## src/rtl/vector_alu_sequencer_if.sv

```systemverilog
// Shared opcode type plus the issue / register-file / ALU / writeback bundle
// between decode, the vector ALU sequencer and the vector register file.
package vector_alu_sequencer_pkg;
  localparam int XLEN = 32;
  typedef logic [5:0] alu_opcodes;
endpackage

interface vector_alu_sequencer_if #(
  parameter int VLEN = 1024
);
  import vector_alu_sequencer_pkg::*;
  localparam int NB  = VLEN / 256;
  localparam int BW  = (NB > 1) ? $clog2(NB) : 1;
  localparam int VLW = $clog2(VLEN / 8) + 1;

  // issue side
  logic            issue_valid_i;
  logic            issue_ready_o;
  alu_opcodes      issue_opcode_i;
  logic [2:0]      issue_sew_i;
  logic [VLW-1:0]  issue_vl_i;
  logic [4:0]      issue_vs1_i, issue_vs2_i, issue_vd_i;
  logic            issue_signed_i, issue_use_mask_i, issue_use_carry_i;
  logic            issue_produce_carry_i, issue_saturate_i, issue_en_addsub_i;
  logic [VLEN-1:0] v0_i;
  // register-file read
  logic            rf_rd_en_o;
  logic [4:0]      rf_rd_addr1_o, rf_rd_addr2_o;
  logic [BW-1:0]   rf_rd_beat_o;
  logic            rf_gnt_i;
  // ALU control
  logic [2:0]      alu_sew_o;
  alu_opcodes      alu_opcode_o;
  logic            alu_signed_o, alu_use_mask_o, alu_use_carry_o;
  logic            alu_produce_carry_o, alu_saturate_o, alu_en_addsub_o;
  logic [255:0]    alu_v0_o;
  // writeback / completion
  logic            wb_en_o;
  logic [4:0]      wb_addr_o;
  logic [BW-1:0]   wb_beat_o;
  logic [31:0]     wb_be_o;
  logic            done_o, err_o;

  modport master (
    output issue_valid_i, issue_opcode_i, issue_sew_i, issue_vl_i,
           issue_vs1_i, issue_vs2_i, issue_vd_i, issue_signed_i, issue_use_mask_i,
           issue_use_carry_i, issue_produce_carry_i, issue_saturate_i,
           issue_en_addsub_i, v0_i, rf_gnt_i,
    input  issue_ready_o, rf_rd_en_o, rf_rd_addr1_o, rf_rd_addr2_o, rf_rd_beat_o,
           alu_sew_o, alu_opcode_o, alu_signed_o, alu_use_mask_o, alu_use_carry_o,
           alu_produce_carry_o, alu_saturate_o, alu_en_addsub_o, alu_v0_o,
           wb_en_o, wb_addr_o, wb_beat_o, wb_be_o, done_o, err_o
  );

  modport slave (
    input  issue_valid_i, issue_opcode_i, issue_sew_i, issue_vl_i,
           issue_vs1_i, issue_vs2_i, issue_vd_i, issue_signed_i, issue_use_mask_i,
           issue_use_carry_i, issue_produce_carry_i, issue_saturate_i,
           issue_en_addsub_i, v0_i, rf_gnt_i,
    output issue_ready_o, rf_rd_en_o, rf_rd_addr1_o, rf_rd_addr2_o, rf_rd_beat_o,
           alu_sew_o, alu_opcode_o, alu_signed_o, alu_use_mask_o, alu_use_carry_o,
           alu_produce_carry_o, alu_saturate_o, alu_en_addsub_o, alu_v0_o,
           wb_en_o, wb_addr_o, wb_beat_o, wb_be_o, done_o, err_o
  );
endinterface

```

## src/rtl/vector_alu_sequencer.sv

```systemverilog
// Vector ALU sequencer: takes one instruction, walks its 256-bit beats through
// a read -> execute/writeback pipeline and pulses done when the last beat retires.
module vector_alu_sequencer
  import vector_alu_sequencer_pkg::*;
#(
  parameter int XLEN = vector_alu_sequencer_pkg::XLEN,
  parameter int VLEN = 1024
) (
  input logic                  clk_i,
  input logic                  rst_i,
  vector_alu_sequencer_if.slave bus
);
  localparam int NB  = VLEN / 256;
  localparam int BW  = (NB > 1) ? $clog2(NB) : 1;
  localparam int VLW = $clog2(VLEN / 8) + 1;

  typedef enum logic [1:0] {IDLE, RUN, DRAIN} state_t;

  state_t          state;
  logic [1:0]      sew_q;      // legal SEW only; illegal instructions never reach RUN
  logic [VLW-1:0]  vl_q, nb_q;
  logic [4:0]      vs1_q, vs2_q, vd_q;
  logic            err_q, addsub_q;
  logic [VLEN-1:0] v0_q;
  logic [BW-1:0]   b_q, ex_beat;
  logic            ex_vld;

  // accept-time decode: clamp vl to VLMAX and count beats
  logic            legal;
  logic [1:0]      s_in;
  logic [VLW-1:0]  vlmax, vl_eff, nbeats;
  logic [VLW:0]    rnd;
  always_comb begin
    legal  = (bus.issue_sew_i < 3'd4);
    s_in   = bus.issue_sew_i[1:0];
    vlmax  = VLW'(VLEN >> (3 + int'(s_in)));
    vl_eff = '0;
    if (legal) vl_eff = (bus.issue_vl_i < vlmax) ? bus.issue_vl_i : vlmax;
    rnd    = {1'b0, vl_eff} + (VLW+1)'((32 >> s_in) - 1);
    nbeats = VLW'(rnd >> (5 - int'(s_in)));
  end

  // grant-time beat shaping: mask slice, element enables, byte enables
  logic [VLW-1:0]  base;
  logic [XLEN-1:0] slice, v0n, en;
  logic [31:0]     be_n;
  always_comb begin
    base  = VLW'({b_q, 5'b0} >> sew_q);
    slice = XLEN'(v0_q >> base);
    v0n   = '0;
    en    = '0;
    be_n  = '0;
    for (int k = 0; k < XLEN; k++) begin
      if (k < (32 >> sew_q)) begin
        v0n[k] = slice[k];
        en[k]  = ((int'(base) + k) < int'(vl_q)) && (bus.alu_use_mask_o || slice[k]);
      end
    end
    for (int j = 0; j < 32; j++) be_n[j] = en[j >> sew_q];
  end

  // sequencing FSM, operand latches and the single exec/writeback stage
  always_ff @(posedge clk_i) begin
    if (rst_i) begin
      state                   <= IDLE;
      sew_q                   <= '0;
      vl_q                    <= '0;
      nb_q                    <= '0;
      vs1_q                   <= '0;
      vs2_q                   <= '0;
      vd_q                    <= '0;
      err_q                   <= 1'b0;
      addsub_q                <= 1'b0;
      v0_q                    <= '0;
      b_q                     <= '0;
      ex_beat                 <= '0;
      ex_vld                  <= 1'b0;
      bus.alu_sew_o           <= '0;
      bus.alu_opcode_o        <= '0;
      bus.alu_signed_o        <= 1'b0;
      bus.alu_use_mask_o      <= 1'b0;
      bus.alu_use_carry_o     <= 1'b0;
      bus.alu_produce_carry_o <= 1'b0;
      bus.alu_saturate_o      <= 1'b0;
      bus.alu_v0_o            <= '0;
      bus.wb_be_o             <= '0;
    end else begin
      ex_vld       <= 1'b0;
      bus.alu_v0_o <= '0;
      bus.wb_be_o  <= '0;
      unique case (state)
        IDLE: if (bus.issue_valid_i) begin
          sew_q                   <= s_in;
          vl_q                    <= vl_eff;
          nb_q                    <= nbeats;
          vs1_q                   <= bus.issue_vs1_i;
          vs2_q                   <= bus.issue_vs2_i;
          vd_q                    <= bus.issue_vd_i;
          err_q                   <= !legal;
          addsub_q                <= bus.issue_en_addsub_i;
          v0_q                    <= bus.v0_i;
          b_q                     <= '0;
          bus.alu_sew_o           <= bus.issue_sew_i;
          bus.alu_opcode_o        <= bus.issue_opcode_i;
          bus.alu_signed_o        <= bus.issue_signed_i;
          bus.alu_use_mask_o      <= bus.issue_use_mask_i;
          bus.alu_use_carry_o     <= bus.issue_use_carry_i;
          bus.alu_produce_carry_o <= bus.issue_produce_carry_i;
          bus.alu_saturate_o      <= bus.issue_saturate_i;
          state                   <= (nbeats != '0) ? RUN : DRAIN;
        end
        RUN: if (bus.rf_gnt_i) begin
          ex_vld       <= 1'b1;
          ex_beat      <= b_q;
          bus.wb_be_o  <= be_n;
          bus.alu_v0_o <= {{(256-XLEN){1'b0}}, v0n};
          b_q          <= b_q + 1'b1;
          if (VLW'(b_q) == nb_q - 1'b1) state <= DRAIN;
        end
        DRAIN: state <= IDLE;
        default: state <= IDLE;
      endcase
    end
  end

  assign bus.issue_ready_o   = (state == IDLE);
  assign bus.rf_rd_en_o      = (state == RUN);
  assign bus.rf_rd_addr1_o   = vs1_q;
  assign bus.rf_rd_addr2_o   = vs2_q;
  assign bus.rf_rd_beat_o    = b_q;
  assign bus.alu_en_addsub_o = addsub_q & ex_vld;
  assign bus.wb_en_o         = ex_vld;
  assign bus.wb_addr_o       = vd_q;
  assign bus.wb_beat_o       = ex_beat;
  assign bus.done_o          = (state == DRAIN);
  assign bus.err_o           = (state == DRAIN) & err_q;
endmodule

```

## src/flat_wrapper.sv

```systemverilog
// flat-port wrapper written by rule: the top's interface ports become plain ports
module vector_alu_sequencer_flat import vector_alu_sequencer_pkg::*;
#(
  parameter int XLEN = vector_alu_sequencer_pkg::XLEN,
  parameter int VLEN = 1024
)
  (clk_i, rst_i, bus_issue_valid_i, bus_issue_opcode_i, bus_issue_sew_i, bus_issue_vl_i, bus_issue_vs1_i, bus_issue_vs2_i, bus_issue_vd_i, bus_issue_signed_i, bus_issue_use_mask_i, bus_issue_use_carry_i, bus_issue_produce_carry_i, bus_issue_saturate_i, bus_issue_en_addsub_i, bus_v0_i, bus_rf_gnt_i, bus_issue_ready_o, bus_rf_rd_en_o, bus_rf_rd_addr1_o, bus_rf_rd_addr2_o, bus_rf_rd_beat_o, bus_alu_sew_o, bus_alu_opcode_o, bus_alu_signed_o, bus_alu_use_mask_o, bus_alu_use_carry_o, bus_alu_produce_carry_o, bus_alu_saturate_o, bus_alu_en_addsub_o, bus_alu_v0_o, bus_wb_en_o, bus_wb_addr_o, bus_wb_beat_o, bus_wb_be_o, bus_done_o, bus_err_o);
  vector_alu_sequencer_if #(.VLEN(VLEN)) bus_i ();
  input logic clk_i;
  input logic rst_i;
  input wire logic [$bits(bus_i.issue_valid_i)-1:0] bus_issue_valid_i;
  input wire logic [$bits(bus_i.issue_opcode_i)-1:0] bus_issue_opcode_i;
  input wire logic [$bits(bus_i.issue_sew_i)-1:0] bus_issue_sew_i;
  input wire logic [$bits(bus_i.issue_vl_i)-1:0] bus_issue_vl_i;
  input wire logic [$bits(bus_i.issue_vs1_i)-1:0] bus_issue_vs1_i;
  input wire logic [$bits(bus_i.issue_vs2_i)-1:0] bus_issue_vs2_i;
  input wire logic [$bits(bus_i.issue_vd_i)-1:0] bus_issue_vd_i;
  input wire logic [$bits(bus_i.issue_signed_i)-1:0] bus_issue_signed_i;
  input wire logic [$bits(bus_i.issue_use_mask_i)-1:0] bus_issue_use_mask_i;
  input wire logic [$bits(bus_i.issue_use_carry_i)-1:0] bus_issue_use_carry_i;
  input wire logic [$bits(bus_i.issue_produce_carry_i)-1:0] bus_issue_produce_carry_i;
  input wire logic [$bits(bus_i.issue_saturate_i)-1:0] bus_issue_saturate_i;
  input wire logic [$bits(bus_i.issue_en_addsub_i)-1:0] bus_issue_en_addsub_i;
  input wire logic [$bits(bus_i.v0_i)-1:0] bus_v0_i;
  input wire logic [$bits(bus_i.rf_gnt_i)-1:0] bus_rf_gnt_i;
  output wire logic [$bits(bus_i.issue_ready_o)-1:0] bus_issue_ready_o;
  output wire logic [$bits(bus_i.rf_rd_en_o)-1:0] bus_rf_rd_en_o;
  output wire logic [$bits(bus_i.rf_rd_addr1_o)-1:0] bus_rf_rd_addr1_o;
  output wire logic [$bits(bus_i.rf_rd_addr2_o)-1:0] bus_rf_rd_addr2_o;
  output wire logic [$bits(bus_i.rf_rd_beat_o)-1:0] bus_rf_rd_beat_o;
  output wire logic [$bits(bus_i.alu_sew_o)-1:0] bus_alu_sew_o;
  output wire logic [$bits(bus_i.alu_opcode_o)-1:0] bus_alu_opcode_o;
  output wire logic [$bits(bus_i.alu_signed_o)-1:0] bus_alu_signed_o;
  output wire logic [$bits(bus_i.alu_use_mask_o)-1:0] bus_alu_use_mask_o;
  output wire logic [$bits(bus_i.alu_use_carry_o)-1:0] bus_alu_use_carry_o;
  output wire logic [$bits(bus_i.alu_produce_carry_o)-1:0] bus_alu_produce_carry_o;
  output wire logic [$bits(bus_i.alu_saturate_o)-1:0] bus_alu_saturate_o;
  output wire logic [$bits(bus_i.alu_en_addsub_o)-1:0] bus_alu_en_addsub_o;
  output wire logic [$bits(bus_i.alu_v0_o)-1:0] bus_alu_v0_o;
  output wire logic [$bits(bus_i.wb_en_o)-1:0] bus_wb_en_o;
  output wire logic [$bits(bus_i.wb_addr_o)-1:0] bus_wb_addr_o;
  output wire logic [$bits(bus_i.wb_beat_o)-1:0] bus_wb_beat_o;
  output wire logic [$bits(bus_i.wb_be_o)-1:0] bus_wb_be_o;
  output wire logic [$bits(bus_i.done_o)-1:0] bus_done_o;
  output wire logic [$bits(bus_i.err_o)-1:0] bus_err_o;
  assign bus_i.issue_valid_i = bus_issue_valid_i;
  assign bus_i.issue_opcode_i = bus_issue_opcode_i;
  assign bus_i.issue_sew_i = bus_issue_sew_i;
  assign bus_i.issue_vl_i = bus_issue_vl_i;
  assign bus_i.issue_vs1_i = bus_issue_vs1_i;
  assign bus_i.issue_vs2_i = bus_issue_vs2_i;
  assign bus_i.issue_vd_i = bus_issue_vd_i;
  assign bus_i.issue_signed_i = bus_issue_signed_i;
  assign bus_i.issue_use_mask_i = bus_issue_use_mask_i;
  assign bus_i.issue_use_carry_i = bus_issue_use_carry_i;
  assign bus_i.issue_produce_carry_i = bus_issue_produce_carry_i;
  assign bus_i.issue_saturate_i = bus_issue_saturate_i;
  assign bus_i.issue_en_addsub_i = bus_issue_en_addsub_i;
  assign bus_i.v0_i = bus_v0_i;
  assign bus_i.rf_gnt_i = bus_rf_gnt_i;
  assign bus_issue_ready_o = bus_i.issue_ready_o;
  assign bus_rf_rd_en_o = bus_i.rf_rd_en_o;
  assign bus_rf_rd_addr1_o = bus_i.rf_rd_addr1_o;
  assign bus_rf_rd_addr2_o = bus_i.rf_rd_addr2_o;
  assign bus_rf_rd_beat_o = bus_i.rf_rd_beat_o;
  assign bus_alu_sew_o = bus_i.alu_sew_o;
  assign bus_alu_opcode_o = bus_i.alu_opcode_o;
  assign bus_alu_signed_o = bus_i.alu_signed_o;
  assign bus_alu_use_mask_o = bus_i.alu_use_mask_o;
  assign bus_alu_use_carry_o = bus_i.alu_use_carry_o;
  assign bus_alu_produce_carry_o = bus_i.alu_produce_carry_o;
  assign bus_alu_saturate_o = bus_i.alu_saturate_o;
  assign bus_alu_en_addsub_o = bus_i.alu_en_addsub_o;
  assign bus_alu_v0_o = bus_i.alu_v0_o;
  assign bus_wb_en_o = bus_i.wb_en_o;
  assign bus_wb_addr_o = bus_i.wb_addr_o;
  assign bus_wb_beat_o = bus_i.wb_beat_o;
  assign bus_wb_be_o = bus_i.wb_be_o;
  assign bus_done_o = bus_i.done_o;
  assign bus_err_o = bus_i.err_o;
  vector_alu_sequencer #(.XLEN(XLEN), .VLEN(VLEN)) u_core (.clk_i(clk_i), .rst_i(rst_i), .bus(bus_i));
endmodule
```

## config.mk

```make
export PLATFORM = sky130hd
export DESIGN_NAME = vector_alu_sequencer_flat
export DESIGN_NICKNAME = d
export VERILOG_FILES = /design/src/rtl/vector_alu_sequencer_if.sv /design/src/rtl/vector_alu_sequencer.sv /design/src/flat_wrapper.sv
export SDC_FILE = /design/constraint.sdc
export NUM_CORES = 1
export LEC_CHECK = 0
export CAP_MARGIN = 10
export CORE_AREA = 3 3 547 549
export DETAILED_ROUTE_END_ITERATION = 10
export DIE_AREA = 0 0 550 552
export GPL_ROUTABILITY_DRIVEN = 0
export MAX_ROUTING_LAYER = met4
export PLACE_DENSITY_LB_ADDON = 0.3
export SYNTH_ARGS = -nofsm -noshare
export SYNTH_HDL_FRONTEND = slang
export SYNTH_SLANG_ARGS = --single-unit
export TNS_END_PERCENT = 50
```

## constraint.sdc

```tcl
create_clock -name clk_i -period 6.2 [get_ports clk_i]
set_clock_uncertainty 0.15 [all_clocks]
set_input_delay 1.24 -clock clk_i [delete_from_list [all_inputs] [get_ports clk_i]]
set_output_delay 1.24 -clock clk_i [all_outputs]
set_load 0.01 [all_outputs]
```

==> results of run 1 <==
==> synthesized netlist by cell type, drive strengths merged (17+ instances only) <==
cell / instances
a2111oi: 19
a221oi: 26
nand3: 55
inv: 73
a31oi: 39
nor2b: 48
a211oi: 51
mux2i: 26
mux2: 17
dfxtp: 248
nor2: 176
o21ai: 185
nand2: 511
nor3: 49
buf: 346
mux4: 18
a21o: 23
nand4: 21
o211ai: 24
clkbuf: 134
a22oi: 19
and2: 30
o31ai: 19
or2: 20
o22ai: 26
a21oi: 376
nand3b: 18
nand2b: 38
o21a: 20
o221ai: 18
ha: 66
==> final cells by class <==
cell class | instances | area [um^2] | share of cell area (%)
flip-flops and latches | 248 | 4980 | 16.34
diodes | 8 | 20.02 | 0.06569
well taps | 3919 | 4903 | 16.09
repair buffers | 511 | 4661 | 15.29
clock buffers | 51 | 1122 | 3.683
clock inverters | 19 | 224.0 | 0.7349
multi-input cells | 2444 | 14290 | 46.87
inverters | 75 | 281.5 | 0.9237
==> logic make-up (layout without fill, tap and decap cells) <==
group           after synthesis  in the layout
simple gates               1059           1059
compound gates             1011           1011
buf+inv                     555            656
flops                       248            248
fa+ha+maj                    67             67
mux                          61             61
xor+xnor                     19             19
other cells                   1            235
==> stage by stage <==
| stage | hold WS [ps] | cell area (um^2) | power [mW] | worst slack (ps) |
|---|---|---|---|---|
| after detailed placement | 294.9 | 29110 | 3.910 | 184.0 |
| after CTS | 302.7 | 30460 | 6.411 | 852.7 |
| after global routing | 317.4 | 30470 | 6.629 | 477.0 |
| after global placement | 298.6 | 29110 | 3.918 | 279.6 |
| after floorplan | 272.6 | 22490 | 3.006 | 746.0 |
| final | 298.6 | 30480 | 6.294 | 802.3 |
==> critical path, cell delays in order <==
cell	delay [ps]
clkdlybuf4s50_1	450
inv_1	160
nand2_1	150
ha_1	310
o21a_1	110
o21a_1	170
o21a_1	210
nor2_1	260
a21oi_1	140
or2_2	290
ha_1	280
inv_1	50
ha_1	340
o21ai_0	140
a21boi_0	170
o21a_1	200
or3_1	320
a2bb2oi_1	150
o2111ai_1	180
nor4b_1	360
o211a_1	170
==> per-layer routing <==
metal,global-route usage [%],part of all wire [%],up-vias
met5,-,0,-
met4,2.453,2.7,0
met3,1.896,7.7,142
met2,15.28,47,1286
met1,11.78,42,12060
li1,-,-,11010
==> power by group <==
part	switching, mW	internal (mW)
clock network	0.972	1.42
logic	1.27	0.717
registers	0.222	1.69
==> flip-flops by register name, indices dropped and copies added, names as in the netlist, 2 cells and up <==
name,flops
u_core.v0_q,131
u_core.bus.alu_v0_o,32
u_core.bus.wb_be_o,32
u_core.nb_q,8
u_core.vl_q,8
u_core.bus.alu_opcode_o,6
u_core.bus.rf_rd_addr1_o,5
u_core.bus.rf_rd_addr2_o,5
u_core.bus.wb_addr_o,5
u_core.bus.rf_rd_beat_o,2
u_core.bus.wb_beat_o,2
u_core.state,2
==> final timing paths <==
| check | from | endpoint | slack, ps |
|---|---|---|---|
| max | bus_issue_sew_i[0] | u_core.state[1] | 800 |
| min | u_core.addsub_q | u_core.addsub_q | 300 |
| max reg2reg | u_core.sew_q[0] | u_core.bus.wb_be_o[19] | 860 |
| min reg2reg | u_core.addsub_q | u_core.addsub_q | 300 |
==> impl_metrics.csv, run 1 <==
group,metric,value,unit
outcome,status,"completed",
timing,worstMarginPinSlew,1078,ps
floorplanning,die-area,0.3036,mm^2
timing,fmax,185.3,MHz
synth,netlist_area,0.02164,mm^2
worst_hold_path,min_path_cells,2,
floorplanning,io_pins,1393,
pwr,p_leak,10.23,nW
synth,synth_top_area_share,22.94,%
route,drc,0,
synth,ys_types,112,
floorplanning,die_y,552,um
global_route,grtUsageTotal,9.391,%
timing,final.period_utilization,87.06,%
floorplanning,die_width,550,um
route,wl,144.9,mm
clock_tree,clock-sinks,248,
flow_run,drv_cap,0,
global_route,grt_pass1_vias,22890,
timing,hold_viol,0,
synth,synth_edf_count,0,
synth,synthCells,3021,
route,wl_per_cell,19.91,um
timing,finalCriticalPeriod,5398,ps
timing,fin_setup_tns,0,ps
worst_setup_path,ff2ff_path_depth,18,
clock_tree,htree_levels,2,
clock_tree,clock_latency,670,ps
route,drtAntennaViolNets,0,
synth,async_reset_ff_share,0,%
route,first_pass_iters,7,
synth,synth_area_per_cell,7.164,um^2
layout,final_common_cell,"nand2_1",
route,drt_iter0_markers,2700,
floorplanning,coreArea,0.2943,mm^2
clock_tree,numCtsBuffers,39,
synth,ys_seq_elements,248,
synth,synth_top_family_by_area,"compound AO/OA/AOI/OAI gates",
clock_tree,clk_pin_slew,50,ps
global_route,grt_max_degree,144,
synth,synth-adder-area-share,3.908,%
layout,n_fill_cell,34390,
global_route,grt_pass1_wl,197.0,mm
layout,final_cells,7275,
synth,ys_seq_area_share,22.94,%
timing,max-slew-margin-rel,27.50,%
timing,rsz0062_at_grt,"no",
clock_tree,cts_setup_buffers,0,
timing,maxSlewViolCount,0,
worst_setup_path,worst_ep_arrival_time,5840,ps
clock_tree,hold_buffers,0,
synth,yosysTopAreaCell,"dfxtp_1",
worst_setup_path,critPathRequiredTime,6640,ps
placed_design,placedCellCount,7197,
layout,post-route-util,10.36,%
synth,ys.flop_type,"dfxtp_1",
timing,setup_violations,0,
synth,synth_compound_area_share,30.14,%
clock_tree,clockBufferDepth,3,
route,viasPerCell,3.368,
synth,synth_area_leaders,"dfxtp_1 23%, nand2_1 8.8%, a21oi_1 8.7%, buf_4 8.7%, o21ai_0 4.0%",
worst_setup_path,critPathLaunchType,"primary input",
layout,drive_above_1_share,12.07,%
global_route,antenna_found_initial,12,
placed_design,detailed_place_hpwl,114.2,mm
worst_hold_path,hold_class,"reg2reg",
synth,synth_simple_gate_area_share,23.11,%
synth,yosys_warnings,0,
floorplanning,start_util,7.354,%
worst_setup_path,critPathMaxFanout,5,
layout,area_delta_synth_final,40.82,%
clock_tree,cts_resized,0,
synth,synth_mux_area_share,3.960,%
worst_setup_path,end_kind,"register",
floorplanning,num_rows,199,
placed_design,portBuffers,275,
pwr,p_per_area,206.5,mW/mm^2
route,vias,24500,
clock_tree,cts-root-buf,"clkbuf_16",
worst_setup_path,path_class,"in2reg",
clock_tree,cts_tree,"yes",
global_route,grt_overflow_total,0,
pwr,ir_drop,0.0001516,V
layout,layout_common_cells,"509 x nand2_1, 376 x a21oi_1, 274 x clkdlybuf4s50_1, 244 x dfxtp_1, 227 x conb_1",
synth,synth-xor-area-share,0.7689,%
layout,nets,4452,
No activity file was read; power rests on OpenSTA's default activity.
==> inputs of run 2 (changes only) <==
- ABC_CLOCK_PERIOD_IN_PS: not set -> 6200
- CORE_AREA: 3 3 547 549 -> 8 8 536 538
- DIE_AREA: 0 0 550 552 -> 0 0 544 546
==> run 2 against run 1 <==
  * Sequential power is essentially flat
  * Sequential share of layout area increased by 0.32 points
  * Largest cell class unchanged
  * Largest power group unchanged
  * Clock power shrank 6%
  * Combinational power barely moved
  * Worst setup slack got worse by 70 ps
  * Flip-flop and latch count did not move
  * First-iteration DRC count fell by 4.6%
  * Global-route usage decreased by 0.12 points
==> impl_metrics.csv, run 2 (synthesis results as in run 1) <==
group,metric,value,unit
outcome,status,"completed",
floorplanning,start_util,7.773,%
layout,drive_above_1_share,11.12,%
clock_tree,clock_latency,640,ps
layout,largest_reg_flops,131,
global_route,grt_overflow_total,0,
layout,post-route-util,10.74,%
clock_tree,clk_pin_slew,50,ps
route,first_pass_iters,8,
flow_run,drv_cap,0,
timing,setup_violations,0,
pwr,p_per_area,204.5,mW/mm^2
worst_setup_path,end_kind,"register",
global_route,grt_max_degree,113,
worst_setup_path,crit_path_start,"bus_issue_sew_i[0]",
layout,multiInputGateArea,0.01429,mm^2
clock_tree,cts_tree,"yes",
clock_tree,clockBufferDepth,3,
worst_setup_path,worst_ep_arrival_time,5880,ps
layout,nets,4423,
layout,top_register,"u_core.v0_q",
timing,rsz0062_at_grt,"no",
floorplanning,die_width,544,um
global_route,grt_pass1_vias,23050,
floorplanning,coreArea,0.2784,mm^2
clock_tree,htree_levels,2,
layout,n_fill_cell,32430,
timing,fmax,182.9,MHz
layout,ff_latch_area,0.004980,mm^2
global_route,grt_pass1_wl,193.2,mm
placed_design,placed_area,0.02862,mm^2
worst_setup_path,r2r-start,"u_core.bus.rf_rd_beat_o[0]",
floorplanning,die_y,546,um
worst_setup_path,critPathMaxFanout,8,
placed_design,detailed_place_hpwl,113.0,mm
worst_setup_path,critPathRequiredTime,6610,ps
worst_setup_path,slowest_stage,"clkdlybuf4s50_1",
timing,hold_slack,300.7,ps
clock_tree,cts_resized,0,
timing,finalCriticalPeriod,5468,ps
layout,final_common_cell,"nand2_1",
floorplanning,die-area,0.2970,mm^2
clock_tree,cts-root-buf,"clkbuf_16",
timing,maxSlewViolCount,0,
worst_setup_path,critPathLaunchType,"primary input",
worst_hold_path,hold_class,"reg2reg",
route,vias,24580,
route,wl,142.3,mm
placed_design,portBuffers,275,
floorplanning,io_pins,1393,
route,drt_iter0_markers,2575,
layout,layout_common_cells,"509 x nand2_1, 376 x a21oi_1, 274 x clkdlybuf4s50_1, 244 x dfxtp_1, 227 x conb_1",
clock_tree,cts_setup_buffers,0,
pwr,p_leak,10.04,nW
clock_tree,numCtsBuffers,37,
route,wl_per_cell,20.18,um
layout,area_delta_synth_final,38.13,%
worst_setup_path,path_delay_family,"simple AND/OR/NAND/NOR gates",
layout,fin_area,0.02989,mm^2
route,drc,0,
timing,final.period_utilization,88.19,%
floorplanning,num_rows,194,
global_route,grtUsageTotal,9.267,%
timing,worstMarginPinSlew,1128,ps
worst_hold_path,min_from,"u_core.addsub_q",
worst_setup_path,path_class,"in2reg",
layout,reg.largest.list,"u_core.v0_q (131), u_core.bus.alu_v0_o (32), u_core.bus.wb_be_o (32)",
timing,max-slew-margin-rel,24.65,%
timing,fin_setup_tns,0,ps
route,viasPerCell,3.486,
route,drtAntennaViolNets,0,
clock_tree,hold_buffers,0,
pwr,power,6.113,mW
worst_setup_path,cpPeakStageDelay,510,ps
worst_setup_path,crit_buf_inv,4,
timing,hold_viol,0,
worst_setup_path,crit_chain,"clkdlybuf4s50_1 > inv_1 > nor2_1 > inv_1 > ha_1 > o21a_1 > o21a_1 > nor2_1 > a21oi_1 > or2_2 > ha_1 > inv_1 > ha_1 > o21ai_0 > a21boi_0 > o21a_1 > or3_1 > a2bb2oi_1 > o2111ai_1 > nor4b_1 > o211a_1",
pwr,ir_drop,0.0002266,V
global_route,antenna_found_initial,7,
clock_tree,clock-sinks,248,
[run 2: cell count changes in the layout (fill, tap and decap cells not counted), sizes merged]
| cell | delta |
|---|---|
| inv | +2 |
| clkinvlp | -1 |
| bufinv | -1 |
| clkinv | -3 |
| buf | -27 |
[run 2: layout make-up]
class                      instances  share of cell area [%]
clock buffer                      51                   3.512
antenna                            8                 0.06697
sequential                       248                   16.66
timing repair buffer             484                   14.75
inverter                          75                  0.9417
clock inverter                    16                  0.6906
multi-input combinational       2444                   47.79
tap                             3724                   15.59
[run 2: path summary, 6_finish.rpt]
| check | slack [ps] | cells after the start | end |
|---|---|---|---|
| min | 300 | 2 | u_core.addsub_q |
| min reg2reg | 300 | 2 | u_core.addsub_q |
| max reg2reg | 1080 | 19 | u_core.bus.wb_be_o[19] |
| max | 730 | 21 | u_core.state[1] |
[run 2: worst register-to-register path, cell delays in order, from the launching register on]
cell and delay, ps:
dfxtp_4 550, nor2b_1 240, buf_4 330, o21ai_1 180
inv_2 100, buf_4 260, ha_1 270, a21oi_1 100
xnor2_1 140, ha_1 210, a211oi_1 300, o21ai_0 280
a21oi_1 290, o31ai_1 150, nor3_1 280, a21oi_1 100
a32oi_1 260, nand4_1 230, a2111oi_2 480, buf_4 180
[run 2: per-layer routing]
metal	vias to the layer above	GRT usage, %	share of wire [%]
met5	-	-	0
met4	0	3.114	3.8
met3	194	1.611	7.7
met2	1391	15.21	47
met1	12020	11.48	41
li1	10980	-	-
[run 2: power by group]
part           internal, mW  switching (mW)  total (mW)
clock network          1.30           0.949        2.25
logic                 0.701            1.27        1.97
registers              1.69           0.206        1.90
[run 2: per-stage QoR]
stage	instances	worst slack, ps
after CTS	7042	775.2
final	7050	732.4
after detailed placement	6975	102.4
after global routing	7050	334.3
after global placement	6975	149.9
after floorplan	3247	746.0
